`src/rtl/tick_pkg.sv`:
```
// Shared types for the tick SMA engine: window FSM states and the tick word type.
package tick_pkg;

    localparam int unsigned DATA_W_DEF = 32;

    typedef enum logic {FILL, STEADY} sma_state_e;

    typedef logic [DATA_W_DEF-1:0] tick_t;

endpackage

```
`src/rtl/sma_ring_buf.sv`:
```
// N-entry tick ring for the SMA window: write port, read of the slot about to be
// overwritten, and write-pointer / occupancy tracking.
module sma_ring_buf #(
    parameter int unsigned DATA_W   = 32,
    parameter int unsigned WIN_LOG2 = 4
) (
    input  logic                clk_hifreq,
    input  logic                rst,
    input  logic                clear,
    input  logic                wr_en,
    input  logic [DATA_W-1:0]   wr_data,
    output logic [DATA_W-1:0]   rd_data,
    output logic [WIN_LOG2:0]   count
);

    localparam int unsigned N = 2 ** WIN_LOG2;
    localparam logic [WIN_LOG2:0] N_CNT = (WIN_LOG2 + 1)'(N);

    logic [DATA_W-1:0]   mem_q [N];
    logic [WIN_LOG2-1:0] wr_ptr_q, wr_ptr_d;
    logic [WIN_LOG2:0]   count_q, count_d;

    always_comb begin
        wr_ptr_d = wr_ptr_q;
        count_d  = count_q;
        if (clear) begin
            wr_ptr_d = '0;
            count_d  = '0;
        end else if (wr_en) begin
            wr_ptr_d = wr_ptr_q + 1'b1;
            if (count_q != N_CNT) begin
                count_d = count_q + 1'b1;
            end
        end
    end

    always_ff @(posedge clk_hifreq or posedge rst) begin
        if (rst) begin
            wr_ptr_q <= '0;
            count_q  <= '0;
        end else begin
            wr_ptr_q <= wr_ptr_d;
            count_q  <= count_d;
        end
    end

    // Contents need no reset: slots are only read once the window is primed.
    always_ff @(posedge clk_hifreq) begin
        if (wr_en) begin
            mem_q[wr_ptr_q] <= wr_data;
        end
    end

    assign rd_data = mem_q[wr_ptr_q];
    assign count   = count_q;

endmodule

```
`src/rtl/tick_sma_engine.sv`:
```
// Streaming simple-moving-average stage: running sum over the last 2**WIN_LOG2 ticks,
// one registered result per accepted tick with ready/valid handshakes on both sides.
module tick_sma_engine
    import tick_pkg::*;
#(
    parameter int unsigned DATA_W   = DATA_W_DEF,
    parameter int unsigned WIN_LOG2 = 4
) (
    input  logic              clk_hifreq,
    input  logic              rst,
    input  logic              clear,
    input  logic              in_valid,
    input  logic [DATA_W-1:0] in_data,
    output logic              in_ready,
    output logic              out_valid,
    input  logic              out_ready,
    output logic [DATA_W-1:0] out_avg,
    output logic [DATA_W-1:0] out_raw,
    output logic              out_full
);

    localparam int unsigned SUM_W = DATA_W + WIN_LOG2;
    localparam int unsigned N     = 2 ** WIN_LOG2;
    localparam logic [WIN_LOG2:0] LAST_CNT = (WIN_LOG2 + 1)'(N - 1);

    sma_state_e        state_q, state_d;
    logic [SUM_W-1:0]  sum_q, sum_d;
    logic              out_valid_q, out_valid_d;
    logic [DATA_W-1:0] out_avg_q, out_avg_d;
    logic [DATA_W-1:0] out_raw_q, out_raw_d;
    logic              out_full_q, out_full_d;

    logic              accept;
    logic              last_tick;
    logic [DATA_W-1:0] rd_data;
    logic [DATA_W-1:0] old_tick;
    logic [WIN_LOG2:0] count;

    sma_ring_buf #(
        .DATA_W   (DATA_W),
        .WIN_LOG2 (WIN_LOG2)
    ) u_ring (
        .clk_hifreq (clk_hifreq),
        .rst        (rst),
        .clear      (clear),
        .wr_en      (accept),
        .wr_data    (in_data),
        .rd_data    (rd_data),
        .count      (count)
    );

    assign in_ready  = !clear && (!out_valid_q || out_ready);
    assign accept    = in_valid && in_ready;
    assign last_tick = (count == LAST_CNT);
    // Evict the oldest tick only once the ring actually holds N of them.
    assign old_tick  = (state_q == STEADY) ? rd_data : '0;

    always_comb begin
        state_d     = state_q;
        sum_d       = sum_q;
        out_valid_d = out_valid_q;
        out_avg_d   = out_avg_q;
        out_raw_d   = out_raw_q;
        out_full_d  = out_full_q;
        if (clear) begin
            state_d     = FILL;
            sum_d       = '0;
            out_valid_d = 1'b0;
            out_avg_d   = '0;
            out_raw_d   = '0;
            out_full_d  = 1'b0;
        end else if (accept) begin
            sum_d       = sum_q + SUM_W'(in_data) - SUM_W'(old_tick);
            out_valid_d = 1'b1;
            out_avg_d   = sum_d[SUM_W-1:WIN_LOG2];
            out_raw_d   = in_data;
            out_full_d  = (state_q == STEADY) || last_tick;
            if (state_q == FILL && last_tick) begin
                state_d = STEADY;
            end
        end else if (out_valid_q && out_ready) begin
            out_valid_d = 1'b0;
        end
    end

    always_ff @(posedge clk_hifreq or posedge rst) begin
        if (rst) begin
            state_q     <= FILL;
            sum_q       <= '0;
            out_valid_q <= 1'b0;
            out_avg_q   <= '0;
            out_raw_q   <= '0;
            out_full_q  <= 1'b0;
        end else begin
            state_q     <= state_d;
            sum_q       <= sum_d;
            out_valid_q <= out_valid_d;
            out_avg_q   <= out_avg_d;
            out_raw_q   <= out_raw_d;
            out_full_q  <= out_full_d;
        end
    end

    assign out_valid = out_valid_q;
    assign out_avg   = out_avg_q;
    assign out_raw   = out_raw_q;
    assign out_full  = out_full_q;

endmodule

```
`config.mk`:
```
export PLATFORM = sky130hd
export DESIGN_NAME = tick_sma_engine
export DESIGN_NICKNAME = d
export VERILOG_FILES = /design/src/rtl/tick_pkg.sv /design/src/rtl/sma_ring_buf.sv /design/src/rtl/tick_sma_engine.sv
export SDC_FILE = /design/constraint.sdc
export NUM_CORES = 1
export LEC_CHECK = 0
export ABC_CLOCK_PERIOD_IN_PS = 7040
export BUFFER_PORTS_ARGS = -buffer_cell sky130_fd_sc_hd__buf_2
export CAP_MARGIN = 5
export CORE_MARGIN = 8
export CORE_UTILIZATION = 45
export CTS_BUF_LIST = sky130_fd_sc_hd__clkbuf_4
export CTS_CLUSTER_DIAMETER = 100
export CTS_CLUSTER_SIZE = 40
export DETAILED_ROUTE_END_ITERATION = 16
export PLACE_DENSITY = 0.58
export SYNTH_ARGS = -nofsm -noshare
export SYNTH_HDL_FRONTEND = slang
export SYNTH_SLANG_ARGS = --single-unit
```
`constraint.sdc`:
```
create_clock -name clk_hifreq -period 7.04 [get_ports clk_hifreq]
set_input_delay 0.352 -clock clk_hifreq [delete_from_list [all_inputs] [get_ports clk_hifreq]]
set_output_delay 0.352 -clock clk_hifreq [all_outputs]
set_load 0.01 [all_outputs]
```
Word-level counts from Yosys, hierarchy flattened
Memories as Yosys holds them, arrays and structs flattened.
Cells that the tools add are included.
{"block": "word_totals", "ff_bits": 112, "ramBits": 512, "in_bits": 37, "out_inout_bits": 67, "elab_cells": 52, "memories": 1}
{"block": "op_classes", "add_sub_neg": 4, "n_eq_ne": 2, "muxes": 22, "n_bitwise": 1, "n_reduce_logical": 14}
{"memory": "u_ring.mem_q", "depth": 16, "width": 32, "read_ports": 1, "rd_clocked_by_memory_dff": 0, "write_ports": 1, "line_no": "sma_ring_buf.sv:19", "text": "logic [DATA_W-1:0] mem_q [N];"}
{"op": "2-to-1 mux 32 bit", "count": 5}
{"op": "2-to-1 mux 36 bit", "count": 2}
{"op": "adder 36 x 32 -> 36 bit", "count": 1}
{"op": "subtractor 36 x 32 -> 36 bit", "count": 1}
{"op": "2-to-1 mux 5 bit", "count": 3}
{"op": "2-to-1 mux 1 bit", "count": 10}
{"op": "2-to-1 mux 4 bit", "count": 2}
{"op": "nonzero test 2 bit", "count": 3}
{"op": "adder 5 x 1 -> 5 bit, second input constant", "count": 1}
{"op": "equality test 5 x 4 -> 1 bit, second input constant", "count": 1}
{"op": "inequality test 5 bit, second input constant", "count": 1}
{"op": "adder 4 x 1 -> 4 bit, second input constant", "count": 1}
{"op": "logical AND 1 bit", "count": 4}
{"op": "AND reduction 2 bit", "count": 2}
{"op": "nonzero test 3 bit", "count": 1}
{"op": "logical NOT 1 bit", "count": 2}
{"op": "logical OR 1 bit", "count": 2}
{"op": "inverter 1 bit", "count": 1}

Longest topological paths before layout
{"block": "logic_depth", "ltp_word": 6, "mapped_depth": 19, "mapped_depth_nobuf": 16}

Hierarchy
From an unflattened synthesis, not the netlist that was laid out.
{"block": "hier_totals", "cells_unflattened": 1686, "area_unflattened_um2": 26256.4}
{"module": "sma_ring_buf", "n_inst": 1, "cells_each": 860, "area_each_um2": 19766.5, "seq_area_each_um2": 15600.0}
{"module": "tick_sma_engine", "n_inst": 1, "cells_each": 826, "area_each_um2": 6490.0, "seq_area_each_um2": 1776.7}

Worst setup path before layout
No wires, ideal clock.
{"block": "synth_path", "path_type": "register to register", "from": "reg u_ring.wr_ptr_q[0]", "to": "reg sum_q[22]", "setup_time_ns": 0.078, "t_arrival_ns": 5.063, "t_required_ns": 6.962, "slack_ns": 1.899, "path_stages_with_launch": 20, "n_path_buf": 3, "synth_period_minus_slack_ns": 5.141, "cell_sequence": "dfrtp_1 clkbuf_1 buf_2 buf_1 mux4_2 mux4_2 and2_1 ha_1 inv_1 ha_1 fa_1 a211oi_1 o211ai_1 a32oi_1 o21ai_1 a221o_1 a21oi_1 xnor2_1 nand2_1 a21oi_1"}
{"block": "synth_via", "elab_chain_len": 5}
{"element": "from (decl)", "line_no": "sma_ring_buf.sv:20", "text": "logic [WIN_LOG2-1:0] wr_ptr_q, wr_ptr_d;"}
{"element": "from (signal assigned)", "line_no": "sma_ring_buf.sv:42", "text": "wr_ptr_q <= wr_ptr_d;"}
{"element": "memory (16 x 32 bit)"}
{"element": "2-to-1 mux 32 bit", "line_no": "tick_sma_engine.sv:56", "text": "assign old_tick = (state_q == STEADY) ? rd_data : '0;"}
{"element": "subtractor 36 x 32 -> 36 bit", "line_no": "tick_sma_engine.sv:73", "text": "sum_d = sum_q + SUM_W'(in_data) - SUM_W'(old_tick);"}
{"element": "2-to-1 mux 36 bit", "line_no": "tick_sma_engine.sv:72", "text": "end else if (accept) begin"}
{"element": "2-to-1 mux 36 bit", "line_no": "tick_sma_engine.sv:65", "text": "if (clear) begin"}
{"element": "to (signal assigned)", "line_no": "tick_sma_engine.sv:96", "text": "sum_q <= sum_d;"}
{"element": "to (decl)", "line_no": "tick_sma_engine.sv:27", "text": "logic [SUM_W-1:0] sum_q, sum_d;"}
Every way passes these cells. The select of a mux whose other input is x is not followed.
A chain may end at the register's enable or synchronous reset.

Worst setup path in the final report
Same ends and word-level chain as after synthesis.

==> impl_metrics.tcl <==
set metrics [dict create \
    finalSetupViolations 0 \
    timing.hold.ws_ns 0.285 \
    port_buffers 103 \
    ys_ff_latch 592 \
    drc 0 \
    synthCells 1582 \
    final_cells 2455 \
    synthFlopType "edfxtp_1" \
    power_frac_comb_pct 28.7 \
    pwr-share-seq_pct 54.4 \
    powerDensity_nw_per_um2 266 \
    synth_area_um2 26100 \
    p_int_mw 5.07 \
    cp_slowest_stage_delay_ns 1.22 \
    syn_area_per_cell_um2 16.5 \
    p_switching_mw 2.40 \
    post_drt_wl_per_cell_um 25.4 \
    clock_sinks 592 \
    grt_pass1_wl_mm 93.1 \
    overflow 0 \
    post_dp_cell_area_um2 27400 \
    cp.arrival_ns 6.58 \
    initial_core_util_pct 45.4 \
    place_congestion 0.832 \
    yosysWarnings 0 \
    cts_tree "yes" \
    ys_types 69 \
    fin_nets 1783 \
    antenna_found_initial 9 \
    grt_setup_unrepaired "false" \
    coreArea_um2 57500 \
    grtUsageTotal_pct 18.6 \
    ios 104 \
    syn-num-nets 1694 \
    seq_area_frac_synth_pct 66.6 \
    dp_cells 2373 \
    firstDrtPassIters 5 \
    power_leakage_nw 9.75 \
    holdPathStages 6 \
    place_ws_ns 1.21 \
    critPathMaxFanout 50 \
    die_w_um 257 \
    hold_path.class "input port to register" \
    irDropWorstVdd_mv 0.143 \
    hold_viol_final 0 \
    tightest_slew_ns 1.09 \
    area_growth_syn_to_layout_pct 7.75 \
    htree_levels 1 \
    grt_max_degree 72 \
    postRouteAntennaNets 0 \
    maxSlewViolCount 0 \
    numCtsBuffers 20 \
    crit_type "register to register" \
    p_sw_share_pct 32.2 \
    drive_gt1_share_pct 21.6 \
    clk_pin_slew_ns 0.37 \
    fin_ws_ns 1.28 \
    rr_worst_depth 16 \
    finalCritPeriodShare_pct 81.9 \
    maxSlewHeadroom_pct 27.0 \
    dpl.hpwl_mm 37.2 \
    status "complete, no violations" \
    synth_edf_count 512 \
    timing.final.crit_period_ns 5.76 \
    grt_pass1_vias 14200 \
    drt_iter0_drc 1383 \
    fill_cells 4850 \
    die_height_um 257 \
    worstSetupEndpointType "register" \
    num_vias 13900 \
    routed_wl_mm 62.3 \
    clkLatencyLatePin_ns 0.92 \
    routed_via_density 5.68 \
    worstPathRequired_ns 7.86 \
    rows 88 \
    fin_area_um2 28100 \
    root_buffer "clkbuf_4" \
    cts.path.max_buffers 3 \
    async_flop_share_pct 13.5 \
    cp_slowest_cell "dfrtp_4" \
    clock_power_share_pct 16.8 \
    start_kind "register" \
    die-area_um2 65900 \
    drv_cap 0 \
    skew_ns 0.0592 \
    tns_ns 0 \
    cp_cell_sequence "buf_4 -> mux4_2 -> mux4_2 -> and2_1 -> fa_1 -> inv_1 -> ha_1 -> a211oi_1 -> o211ai_1 -> a32oi_1 -> o21ai_1 -> a221o_1 -> a21oi_1 -> xnor2_1 -> nand2_1 -> a21oi_1" \
    fmaxAchievable_mhz 173 \
]
cell families (layout without fill, tap and decap cells):
group / Yosys count / in the layout / synth area share [%]
compound gates: 184 / 184 / 4.47
mux: 161 / 161 / 13.9
flops: 592 / 592 / 66.6
fa+ha+maj: 75 / 75 / 4.52
xor+xnor: 31 / 31 / 1.04
other cells: 0 / 5 / 0
simple gates: 289 / 289 / 5.08
buf+inv: 250 / 353 / 4.41
layer usage:
layer	routed length, um	global-route usage (%)	vias up	part of all wire, %
met5	30	0	-	0.048
met4	701	2.64	4	1.1
met3	3460	2.14	42	5.5
met2	29100	29.7	417	47
met1	29000	28.0	7412	47
li1	-	-	6065	-
flip-flops by register name, summed over array words and instances, names as in the netlist:
register         count
out_full             1
sum_q               36
state_q              1
u_ring.mem_q       512
out_valid            1
u_ring.wr_ptr_q      4
out_raw             32
u_ring.count         5
Yosys cell counts (2+ instances only):
| cell type | count | area, um^2 |
|---|---|---|
| nand4_1 | 9 | 56.3 |
| clkbuf_1 | 46 | 173 |
| a21oi_1 | 91 | 455 |
| fa_1 | 32 | 641 |
| o21ai_1 | 3 | 15.0 |
| o21a_1 | 4 | 30.0 |
| ha_1 | 43 | 538 |
| and2_1 | 34 | 213 |
| a22o_1 | 3 | 26.3 |
| dfrtp_1 | 80 | 2000 |
| and3_1 | 4 | 25.0 |
| mux4_2 | 160 | 3600 |
| xor2_1 | 12 | 105 |
| nor3b_1 | 2 | 15.0 |
| nor2b_1 | 4 | 25.0 |
| a41oi_1 | 2 | 17.5 |
| nand3_1 | 6 | 30.0 |
| buf_4 | 32 | 240 |
| buf_6 | 2 | 22.5 |
| nand2b_1 | 8 | 50.1 |
| buf_1 | 19 | 71.3 |
| inv_1 | 143 | 537 |
| o211ai_1 | 2 | 15.0 |
| nand2_1 | 150 | 563 |
| a2111oi_0 | 2 | 17.5 |
| nor2_1 | 46 | 173 |
| a21o_1 | 21 | 158 |
| clkdlybuf4s18_2 | 2 | 20.0 |
| xnor2_1 | 19 | 166 |
| edfxtp_1 | 512 | 15400 |
| or3_1 | 3 | 18.8 |
| o21ai_0 | 20 | 100 |
| o21bai_1 | 4 | 30.0 |
| a221o_1 | 3 | 30.0 |
| nor3_1 | 12 | 60.1 |
| a211oi_1 | 8 | 60.1 |
| a31oi_1 | 2 | 12.5 |
| clkbuf_8 | 2 | 27.5 |
| nand3b_1 | 2 | 15.0 |
| o31ai_1 | 4 | 30.0 |
cells in the final DEF (no fill, tap or decap), drive strengths merged, types with 3 or more instances in the layout:
cell type	netlist	routed
a211oi	9	9
a21o	22	22
a21oi	92	92
a221o	3	3
a22o	3	3
a41oi	3	3
and2	36	36
and3	5	5
buf	54	133
clkbuf	48	29
clkinv	0	4
dfrtp	80	80
diode	0	5
dlygate4sd3	0	41
edfxtp	512	512
fa	32	32
ha	43	43
inv	143	146
mux4	160	160
nand2	151	151
nand2b	8	8
nand3	6	6
nand4	9	9
nor2	46	46
nor2b	4	4
nor3	12	12
o21a	4	4
o21ai	23	23
o21bai	4	4
o31ai	5	5
or3	3	3
xnor2	19	19
xor2	12	12
worst paths after layout:
kind	endpoint	slack (ns)	start
min in group asynchronous	out_raw[15]$_DFFE_PP0P_	0.48	rst
max	sum_q[22]$_DFFE_PP0P_	1.28	u_ring.wr_ptr_q[0]$_DFFE_PP0P_
min	out_raw[17]$_DFFE_PP0P_	0.28	out_ready
max in group asynchronous	u_ring.wr_ptr_q[1]$_DFFE_PP0P_	5.25	rst
min reg2reg	out_raw[17]$_DFFE_PP0P_	0.53	out_raw[17]$_DFFE_PP0P_
max reg2reg	sum_q[22]$_DFFE_PP0P_	1.28	u_ring.wr_ptr_q[0]$_DFFE_PP0P_
power by group through the flow:
| stage | Clock [mW] | Sequential (mW) | Combinational (mW) |
|---|---|---|---|
| floorplan | 0 | 4.06 | 1.76 |
| global placement | 0 | 4.14 | 2.11 |
| detailed placement | 0 | 4.14 | 2.12 |
| CTS | 1.31 | 4.07 | 2.15 |
| global route | 1.39 | 4.08 | 2.38 |
| finish | 1.25 | 4.06 | 2.15 |
repair_timing:
item,4_1_cts,5_1_grt
hold buffers,41,0
hold endpoints to repair,609,0
setup buffers,0,0
resized for setup,0,0
through the flow:
| stage | utilization [%] | total power, mW |
|---|---|---|
| floorplan | - | 5.82 |
| global placement | 47.6 | 6.24 |
| detailed placement | 47.6 | 6.26 |
| CTS | 48.9 | 7.53 |
| global route | 48.9 | 7.86 |
| finish | 48.9 | 7.47 |
critical path, delay by kind of cell, from the launching register on:
family                     cells  cell delay (ns)
AOI/OAI and AO/OA              7             1.82
DFF                            1             1.22
muxes                          2             0.98
adders and majority gates      2             0.81
buffers and inverters          2             0.43
and+or+nand+nor                2             0.25
xor gates and xnor gates       1             0.13
final cells by class:
cell class                 count  area, um^2  share of cell area (%)
antenna                        5        12.5                  0.0445
clock buffer                  29         218                   0.775
clock inverter                 7         108                   0.383
inverter                     143         538                    1.91
multi-input combinational    740        7690                    27.4
sequential                   592       17400                    61.9
tap                          765         957                    3.41
timing repair buffer         174        1190                    4.24
No activity file was read; power rests on OpenSTA's default activity.
